$ cat src/rtl/rf_pkg.sv
// Shared widths, ID/EX payload and helpers for the register-file read path
// of the 4-thread pipeline.
package rf_pkg;

    localparam int unsigned DATA_W      = 64;
    localparam int unsigned ADDR_W      = 3;
    localparam int unsigned NUM_THREADS = 4;
    localparam int unsigned TID_W       = 2;
    localparam int unsigned NUM_REGS    = 1 << ADDR_W;
    localparam int unsigned BUS_W       = DATA_W * NUM_THREADS;
    localparam int unsigned SB_W        = NUM_THREADS * NUM_REGS;
    localparam int unsigned SB_IDX_W    = TID_W + ADDR_W;

    typedef struct packed {
        logic [DATA_W-1:0] rdata0;
        logic [DATA_W-1:0] rdata1;
        logic [ADDR_W-1:0] waddr;
        logic              wre;
        logic [TID_W-1:0]  thread;
        logic              valid;
        logic              fwd0;
        logic              fwd1;
    } id_ex_t;

    // Per-thread word of a concatenated {RF3,RF2,RF1,RF0} read bus.
    function automatic logic [DATA_W-1:0] rf_slice(input logic [BUS_W-1:0] bus,
                                                   input logic [TID_W-1:0] tid);
        logic [DATA_W-1:0] word;
        word = '0;
        for (int unsigned t = 0; t < NUM_THREADS; t++) begin
            if (tid == TID_W'(t)) word = bus[t*DATA_W +: DATA_W];
        end
        return word;
    endfunction

    // Flat scoreboard index for (thread, register).
    function automatic logic [SB_IDX_W-1:0] sb_idx(input logic [TID_W-1:0]  tid,
                                                   input logic [ADDR_W-1:0] addr);
        return {tid, addr};
    endfunction

endpackage

$ cat src/rtl/rf_scoreboard.sv
// Per-thread pending-write scoreboard: one bit per (thread, register),
// set on issue of a writer, cleared on write-back; set wins on collision.
module rf_scoreboard
    import rf_pkg::*;
(
    input  logic              clk,
    input  logic              reset_n,
    input  logic              set_en,
    input  logic [TID_W-1:0]  set_thread,
    input  logic [ADDR_W-1:0] set_addr,
    input  logic              clr_en,
    input  logic [TID_W-1:0]  clr_thread,
    input  logic [ADDR_W-1:0] clr_addr,
    input  logic [TID_W-1:0]  lkp_thread,
    input  logic [ADDR_W-1:0] lkp_addr0,
    input  logic [ADDR_W-1:0] lkp_addr1,
    input  logic [ADDR_W-1:0] lkp_waddr,
    output logic              pend0_c,
    output logic              pend1_c,
    output logic              pendd_c
);

    logic [SB_W-1:0] pending_q;
    logic [SB_W-1:0] pending_d;

    // Clear applied first so a younger writer's set survives.
    always_comb begin
        pending_d = pending_q;
        if (clr_en) pending_d[sb_idx(clr_thread, clr_addr)] = 1'b0;
        if (set_en) pending_d[sb_idx(set_thread, set_addr)] = 1'b1;
    end

    always_ff @(posedge clk or negedge reset_n) begin
        if (!reset_n) pending_q <= '0;
        else          pending_q <= pending_d;
    end

    assign pend0_c = pending_q[sb_idx(lkp_thread, lkp_addr0)];
    assign pend1_c = pending_q[sb_idx(lkp_thread, lkp_addr1)];
    assign pendd_c = pending_q[sb_idx(lkp_thread, lkp_waddr)];

endmodule

$ cat src/rtl/rf_read_mux.sv
// ID-stage register read: per-thread RF select, WB->ID forwarding,
// scoreboard hazard detection and the ID/EX operand register.
module rf_read_mux
    import rf_pkg::*;
(
    input  logic              clk,
    input  logic              reset_n,
    input  logic [TID_W-1:0]  thread_ID,
    input  logic              valid_ID,
    input  logic [ADDR_W-1:0] raddr0_ID,
    input  logic [ADDR_W-1:0] raddr1_ID,
    input  logic              rs0_used_ID,
    input  logic              rs1_used_ID,
    input  logic [ADDR_W-1:0] waddr_ID,
    input  logic              WRE_ID,
    input  logic [BUS_W-1:0]  rf_rdata0_bus,
    input  logic [BUS_W-1:0]  rf_rdata1_bus,
    input  logic [TID_W-1:0]  thread_WB,
    input  logic [ADDR_W-1:0] waddr_WB,
    input  logic [DATA_W-1:0] wdata_WB,
    input  logic              WRE_WB,
    input  logic              stall,
    input  logic              flush,
    output logic [ADDR_W-1:0] raddr0_RF,
    output logic [ADDR_W-1:0] raddr1_RF,
    output logic              hazard_stall,
    output logic [DATA_W-1:0] rdata0_EX,
    output logic [DATA_W-1:0] rdata1_EX,
    output logic [ADDR_W-1:0] waddr_EX,
    output logic              WRE_EX,
    output logic [TID_W-1:0]  thread_EX,
    output logic              valid_EX,
    output logic              fwd0_EX,
    output logic              fwd1_EX
);

    logic   wb_same_thread_c;
    logic   fwd0_c;
    logic   fwd1_c;
    logic   clrd_c;
    logic   pend0_c;
    logic   pend1_c;
    logic   pendd_c;
    logic   live_c;
    logic   issue_c;
    id_ex_t ex_q;
    id_ex_t ex_d;

    assign raddr0_RF = raddr0_ID;
    assign raddr1_RF = raddr1_ID;

    assign wb_same_thread_c = WRE_WB & (thread_WB == thread_ID);
    assign fwd0_c           = wb_same_thread_c & (waddr_WB == raddr0_ID);
    assign fwd1_c           = wb_same_thread_c & (waddr_WB == raddr1_ID);
    assign clrd_c           = wb_same_thread_c & (waddr_WB == waddr_ID);

    rf_scoreboard u_scoreboard (
        .clk        (clk),
        .reset_n    (reset_n),
        .set_en     (issue_c & WRE_ID),
        .set_thread (thread_ID),
        .set_addr   (waddr_ID),
        .clr_en     (WRE_WB),
        .clr_thread (thread_WB),
        .clr_addr   (waddr_WB),
        .lkp_thread (thread_ID),
        .lkp_addr0  (raddr0_ID),
        .lkp_addr1  (raddr1_ID),
        .lkp_waddr  (waddr_ID),
        .pend0_c    (pend0_c),
        .pend1_c    (pend1_c),
        .pendd_c    (pendd_c)
    );

    // RAW on either used source unless forwarded; WAW unless WB retires it now.
    assign live_c       = valid_ID & ~flush;
    assign hazard_stall = live_c & ((rs0_used_ID & pend0_c & ~fwd0_c) |
                                    (rs1_used_ID & pend1_c & ~fwd1_c) |
                                    (WRE_ID      & pendd_c & ~clrd_c));
    assign issue_c      = live_c & ~stall & ~hazard_stall;

    always_comb begin
        ex_d = ex_q;
        if (!stall) begin
            ex_d.rdata0 = fwd0_c ? wdata_WB : rf_slice(rf_rdata0_bus, thread_ID);
            ex_d.rdata1 = fwd1_c ? wdata_WB : rf_slice(rf_rdata1_bus, thread_ID);
            ex_d.waddr  = waddr_ID;
            ex_d.wre    = issue_c & WRE_ID;
            ex_d.thread = thread_ID;
            ex_d.valid  = issue_c;
            ex_d.fwd0   = fwd0_c;
            ex_d.fwd1   = fwd1_c;
        end
    end

    always_ff @(posedge clk or negedge reset_n) begin
        if (!reset_n) ex_q <= '0;
        else          ex_q <= ex_d;
    end

    assign rdata0_EX = ex_q.rdata0;
    assign rdata1_EX = ex_q.rdata1;
    assign waddr_EX  = ex_q.waddr;
    assign WRE_EX    = ex_q.wre;
    assign thread_EX = ex_q.thread;
    assign valid_EX  = ex_q.valid;
    assign fwd0_EX   = ex_q.fwd0;
    assign fwd1_EX   = ex_q.fwd1;

endmodule

$ cat config.mk
export PLATFORM = sky130hd
export DESIGN_NAME = rf_read_mux
export DESIGN_NICKNAME = d
export VERILOG_FILES = /design/src/rtl/rf_pkg.sv /design/src/rtl/rf_scoreboard.sv /design/src/rtl/rf_read_mux.sv
export SDC_FILE = /design/constraint.sdc
export NUM_CORES = 1
export LEC_CHECK = 0
export ABC_AREA = 1
export CAP_MARGIN = 20
export CORE_AREA = 3 3 286 288
export CTS_CLUSTER_DIAMETER = 150
export CTS_CLUSTER_SIZE = 14
export DETAILED_ROUTE_END_ITERATION = 12
export DIE_AREA = 0 0 289 291
export PLACE_DENSITY = 0.41
export SYNTH_ARGS = -nofsm -noshare
export SYNTH_HDL_FRONTEND = slang
export SYNTH_SLANG_ARGS = --single-unit
$ cat constraint.sdc
create_clock -name clk -period 5.9 [get_ports clk]
set_clock_uncertainty 0.2 [all_clocks]
set_input_delay 1.18 -clock clk [delete_from_list [all_inputs] [get_ports clk]]
set_output_delay 1.18 -clock clk [all_outputs]
set_load 0.03 [all_outputs]
Yosys cells after proc, flatten, opt, wreduce, memory -nomap -nowiden

Cells that the tools add are included.

Register bits: 169
Input port bits: 601
Output and inout bits: 144
Logic and storage cells: 73

Magnitude comparators: 6
Equality and inequality tests: 7
Mux-type cells: 22
Bitwise operators: 26
Reduce and logical (&&, ||, !) cells: 3

Operator list:

| cell                 | count |
|---|---|
| $mux W64             | 10 |
| $mux W32             | 2 |
| $and A32 B32 Y32     | 1 |
| $not A32 Y32         | 1 |
| $or A32 B32 Y32      | 1 |
| $lt A5 B6 Y1 const B | 4 |
| $and A1 B1 Y1        | 15 |
| $bmux W1 S5          | 3 |
| $demux W1 S5         | 2 |
| $ge A5 B1 Y1 const B | 2 |
| $eq A3 B3 Y1         | 3 |
| $not A1 Y1           | 6 |
| $mux W1              | 5 |
| $eq A2 B2 Y1 const B | 2 |
| $eq A2 B1 Y1 const B | 1 |
| $eq A2 B2 Y1         | 1 |
| $logic_and A1 B1 Y1  | 2 |
| $logic_not A2 Y1     | 1 |
| $or A1 B1 Y1         | 2 |

Logic depth before layout (Yosys ltp)

Depth after elaboration: 12
Gate-level depth with buffers: 17
Depth with buffers taken out: 14

Cells and area by module

Synthesis repeated with hierarchy kept, for this count alone.

Cells, all modules: 1865
Area total of the unflattened synthesis: 12268.0 um2

By module, submodules not included:

| module        | times used | cells each | area an instance (um2) | sequential area each (um2) |
|---|---|---|---|---|
| rf_read_mux   | 1          | 1505       | 9943.3                 | 3428.3 |
| rf_scoreboard | 1          | 360        | 2324.7                 | 800.8 |

Worst setup path before layout

OpenSTA, ideal clock, no wires.

Path type: input port to output port
Start: in waddr_ID[1]
End: out hazard_stall
Arrival: 2.458 ns
Required time: 4.520 ns
Slack: 2.062 ns
Cell stages on the path: 14
Buffers on the path: 2
Cells stage by stage: buf_4 inv_2 buf_4 nor2_2 a21oi_1 nand2_1 nand2_1 nand2_1 nor2_1 nand2_1 nand2_1 nand2_1 o21ai_0 inv_1

Word-level cells in the longest chain between the ends: 6
Elaborated cells between the ends (all ways): 9
Those cells by class: 1 x eq/ne; 2 x mux; 6 x bitwise

RTL lines:

| element                                                        | RTL line                               | RTL |
|---|---|---|
| start, declared                                                | rf_read_mux.sv:14                      | `input logic [ADDR_W-1:0] waddr_ID,` |
| $bmux W1 S5 or $eq A3 B3 Y1 (tied branches)                    | rf_scoreboard.sv:40, rf_read_mux.sv:55 |  |
| $mux W1 (not written as such) or $and A1 B1 Y1 (tied branches) | rf_scoreboard.sv:40, rf_read_mux.sv:55 |  |
| $and A1 B1 Y1 or $not A1 Y1 (tied branches)                    | rf_read_mux.sv:79                      | `(WRE_ID & pendd_c & ~clrd_c));` |
| $and A1 B1 Y1 *                                                | rf_read_mux.sv:79                      |  |
| $or A1 B1 Y1 *                                                 | rf_read_mux.sv:78                      | `(rs1_used_ID & pend1_c & ~fwd1_c) \|` |
| $and A1 B1 Y1 *                                                | rf_read_mux.sv:77                      | `assign hazard_stall = live_c & ((rs0_used_ID & pend0_c & ~fwd0_c) \|` |
| end, declared                                                  | rf_read_mux.sv:26                      | `output logic hazard_stall,` |

Every way passes the cells marked *; elsewhere a longest branch is shown, timed or not. The select of a mux whose other input is x is not followed.

Final worst setup path

Start: in waddr_ID[0]
End: out hazard_stall

The elaborated chain is that of the path after synthesis.

==> summary.txt <==
Logic synthesis
  • Syn Std Cell Area: about 12000 um^2
  • Sequential area share after synthesis: between 30% and 40%
  • Synth Net Count: ~2300
  • Top_reg_cell synth: dfrtp_1
  • Seq cells post-synth: approximately 170
  • Async SR Flop Fraction: 100.0%
  • Post-synthesis adder-cell area fraction: 0%
  • Largest family of logic cells by synthesized area: simple AND/OR/NAND/NOR gates
  • Synthesized instance count: 1703
  • Post-synthesis mux area share: 0%
  • Netlist cell types: 26
  • Mapped Avg Cell Area: 6.844 um^2
  • Synth Warn #: 0
  • Yosys top cell by area: dfrtp_1
  • Synth Area in Compound Gates: a little over a fifth
  • EDFF count, synth: 0
  • Synth Area in XOR/XNOR: less than 1%
  • Simple-gate share of the synthesized area: around 33%
  • Ranking of synthesized cells by area: dfrtp_1 36%, nand2_1 23%, o311ai_0 8.1%
  • Proportion of netlist area held by the largest area contributor: between 30% and 40%

Clock tree
  • CTS tree: done
  • CTS sink cnt: between 150 and 200
  • Worst skew pair latency: ~480 ps
  • Clock transition at path regs: 70 ps
  • CTS max path bufs: 2
  • Post-CTS resize count: 0
  • H-tree Lvls: 4
  • CTS Hold Buffers Added: 0
  • Post-CTS setup buffer count: 0
  • Root buf cell: clkbuf_16
  • TritonCTS Buffers: 17

Critical path
  • FF-to-FF End: u_scoreboard.pending_q[20]
  • FF-to-FF path depth: 11
  • CP max FO: 12
  • CP max stage cell: clkdlybuf4s50_1
  • Most used cell, CP: nand2_1
  • Critical path's largest stage delay: 780 ps
  • Data arrival time of the critical path: between 3000 and 4000 ps
  • Reg-to-Reg Start: u_scoreboard.pending_q[0]
  • Ordered cell list for the critical path: clkdlybuf4s50_1 > inv_2 > nand2_2 > nor2_1 > nor2_1 > nand2_1 > nand2_1 > nand2_1 > nor2_1 > nand2_1 > nand2_1 > nand2_1 > o21ai_0 > inv_1 > clkdlybuf4s50_1
  • Worst setup SP type: input port
  • R2R Setup Slk: between 3000 and 4000 ps
  • CP required: approximately 4500 ps
  • Crit Path Category: in -> out
  • Crit. End Element: primary output

STA
  • Slew Viols, Final: 0
  • Final setup vio count: 0
  • Relative slew slack: between 30% and 40%
  • Worst Tran Pin Value: roughly 1000 ps
  • Max Fclk: 187.3 MHz
  • Clock period minus worst slack: 5339 ps
  • Final hold vios: 0
  • Final worst path period share: between 90% and 100%
  • Setup TNS: 0 ps
  • RSZ-0062 raised after global routing: false

Power
  • Power Density: between 150 and 200 nW/um^2
  • Final Power: between 4 and 5 mW
  • Leak Pwr: around 8.2 nW
  • VDD IR max: around 0.00023 V

Final layout
  • FILL cells: between 8000 and 9000
  • Most common cell after layout, fill and taps aside: clkdlybuf4s50_1
  • Commonest cells after routing, fill and taps aside: 741 x clkdlybuf4s50_1, 725 x nand2_1, 169 x dfrtp_1, 125 x nand3_1, 108 x o311ai_0
  • Nets: between 2000 and 3000
  • Combined flip-flop and latch cell area: approximately 4200 um^2
  • Multi-input gate area: approximately 6500 um^2
  • Final core occ: 26.07%
  • Area growth syn-to-layout: 76.96%
  • Layout cells sized above 1: under 10%

Drt
  • DR pass1 iterations: 8
  • Final ANT Viol Nets: 0
  • WL per Instance: about 24 um
  • Vias: between 15000 and 20000
  • Routed wl met3: 6.080 mm
  • DRC violations left: 0
  • Vias per cell: approximately 4.5
  • Metal-1 WL: between 30 and 40 mm
  • Highest Signal Layer: met5
  • Iteration-0 DRC count of the detailed router: a little under 1000
  • Met2 WL: around 40 mm
  • Routed WL: roughly 80 mm

Hold path
  • Worst Hold Path EP: fwd1_EX
  • WHS Path Cells: 2
  • Worst Min Path Start: fwd1_EX
  • Min-delay worst type: reg -> reg

Floorplanning
  • IO Count: between 700 and 800
  • Vert. Die Dim: a little under 300 um
  • Cell row count: 103
  • Chip Width: about 290 um
  • Core area: between 70000 and 80000 um^2
  • Initial core utilization: around 15%
  • DIE AREA: about 84000 um^2

Run status
  • Status: complete, no violations

Placed design
  • Final GP Congestion: 0.8903
  • # port buffers: 744
  • Post-DP HPWL: 65.76 mm

Global routing
  • Vias in the first global route: approximately 16000
  • First-pass GRT wire length: 114.5 mm
  • Total grt overflow: 0
  • Largest net degree at the start of global routing: 95
  • Total global routing track utilization: about a fifth
  • Antenna violations before repair: 20

Run
  • Maxcap violations: 0
-- per-stage QoR --
step	cell area [um^2]	std cells	setup WS (ps)	hold WS, ps
after floorplan	11660	1703	2062	271.4
after global placement	20050	3380	573.2	269.3
after detailed placement	20070	3381	588.2	265.2
after CTS	20620	3413	578.7	285.9
after global routing	20630	3417	243.5	307.5
final	20630	3417	560.8	287.4
-- worst max path at each step --
stage | cells past startpoint | start | slack (ps) | end
after CTS | 15 | waddr_ID[0] | 580 | hazard_stall
after global routing | 15 | waddr_ID[0] | 240 | hazard_stall
final | 15 | waddr_ID[0] | 560 | hazard_stall
after global placement | 15 | waddr_ID[0] | 570 | hazard_stall
after detailed placement | 15 | waddr_ID[0] | 590 | hazard_stall
after floorplan | 14 | waddr_ID[1] | 2060 | hazard_stall
-- where the power goes --
group / internal [mW] / switching [mW] / total, mW
clock network: 0.567 / 0.573 / 1.14
logic: 0.725 / 0.860 / 1.58
registers: 1.29 / 0.0869 / 1.38
-- synth_stat cells, types with 4 or more instances --
cell type,n
nand2_1,726
nor2_1,72
o2111ai_1,20
buf_1,8
o21ai_0,68
a221oi_1,84
a21oi_1,55
xnor2_1,5
o311ai_0,108
buf_2,37
dfrtp_1,169
nand4_1,37
buf_4,10
clkbuf_1,91
o211ai_1,9
xor2_1,4
nand3_1,125
inv_2,4
inv_1,58
-- worst max-delay path, delay by kind of cell --
| kind | cells | cell delay [ps] |
|---|---|---|
| AOI/OAI and AO/OA | 1 | 200 |
| buffers and inverters | 4 | 1610 |
| and+or+nand+nor | 10 | 970 |
-- registers in the layout (all words and copies together) (netlist names) --
register,cells
rdata1_EX,64
valid_EX,1
fwd0_EX,1
rdata0_EX,64
WRE_EX,1
waddr_EX,3
fwd1_EX,1
u_scoreboard.pending_q,32
thread_EX,2
-- area by class of cell --
class,instances,share of cell area [%]
Sequential cell,169,20.50
Tap cell,1050,6.369
Antenna cell,4,0.04853
Timing Repair Buffer,777,37.50
Clock buffer,21,2.232
Multi-Input combinational cell,1321,31.71
Inverter,64,1.225
Clock inverter,11,0.4125
-- cells by family (layout without fill, tap and decap cells) --
| family | count (synthesis) | in the layout |
|---|---|---|
| AND/OR/NAND/NOR | 967 | 967 |
| AO/OA/AOI/OAI | 345 | 345 |
| buffers and inverters | 213 | 873 |
| flip-flops | 169 | 169 |
| XOR/XNOR | 9 | 9 |
| other | 0 | 4 |
-- layer usage --
layer | global-route usage [%] | up-vias
li1 | - | 7238
met4 | 4.463 | 12
met3 | 4.910 | 79
met5 | 0 | -
met2 | 31.74 | 689
met1 | 23.85 | 7491
Note: power is estimated with default switching activity, not from simulation.
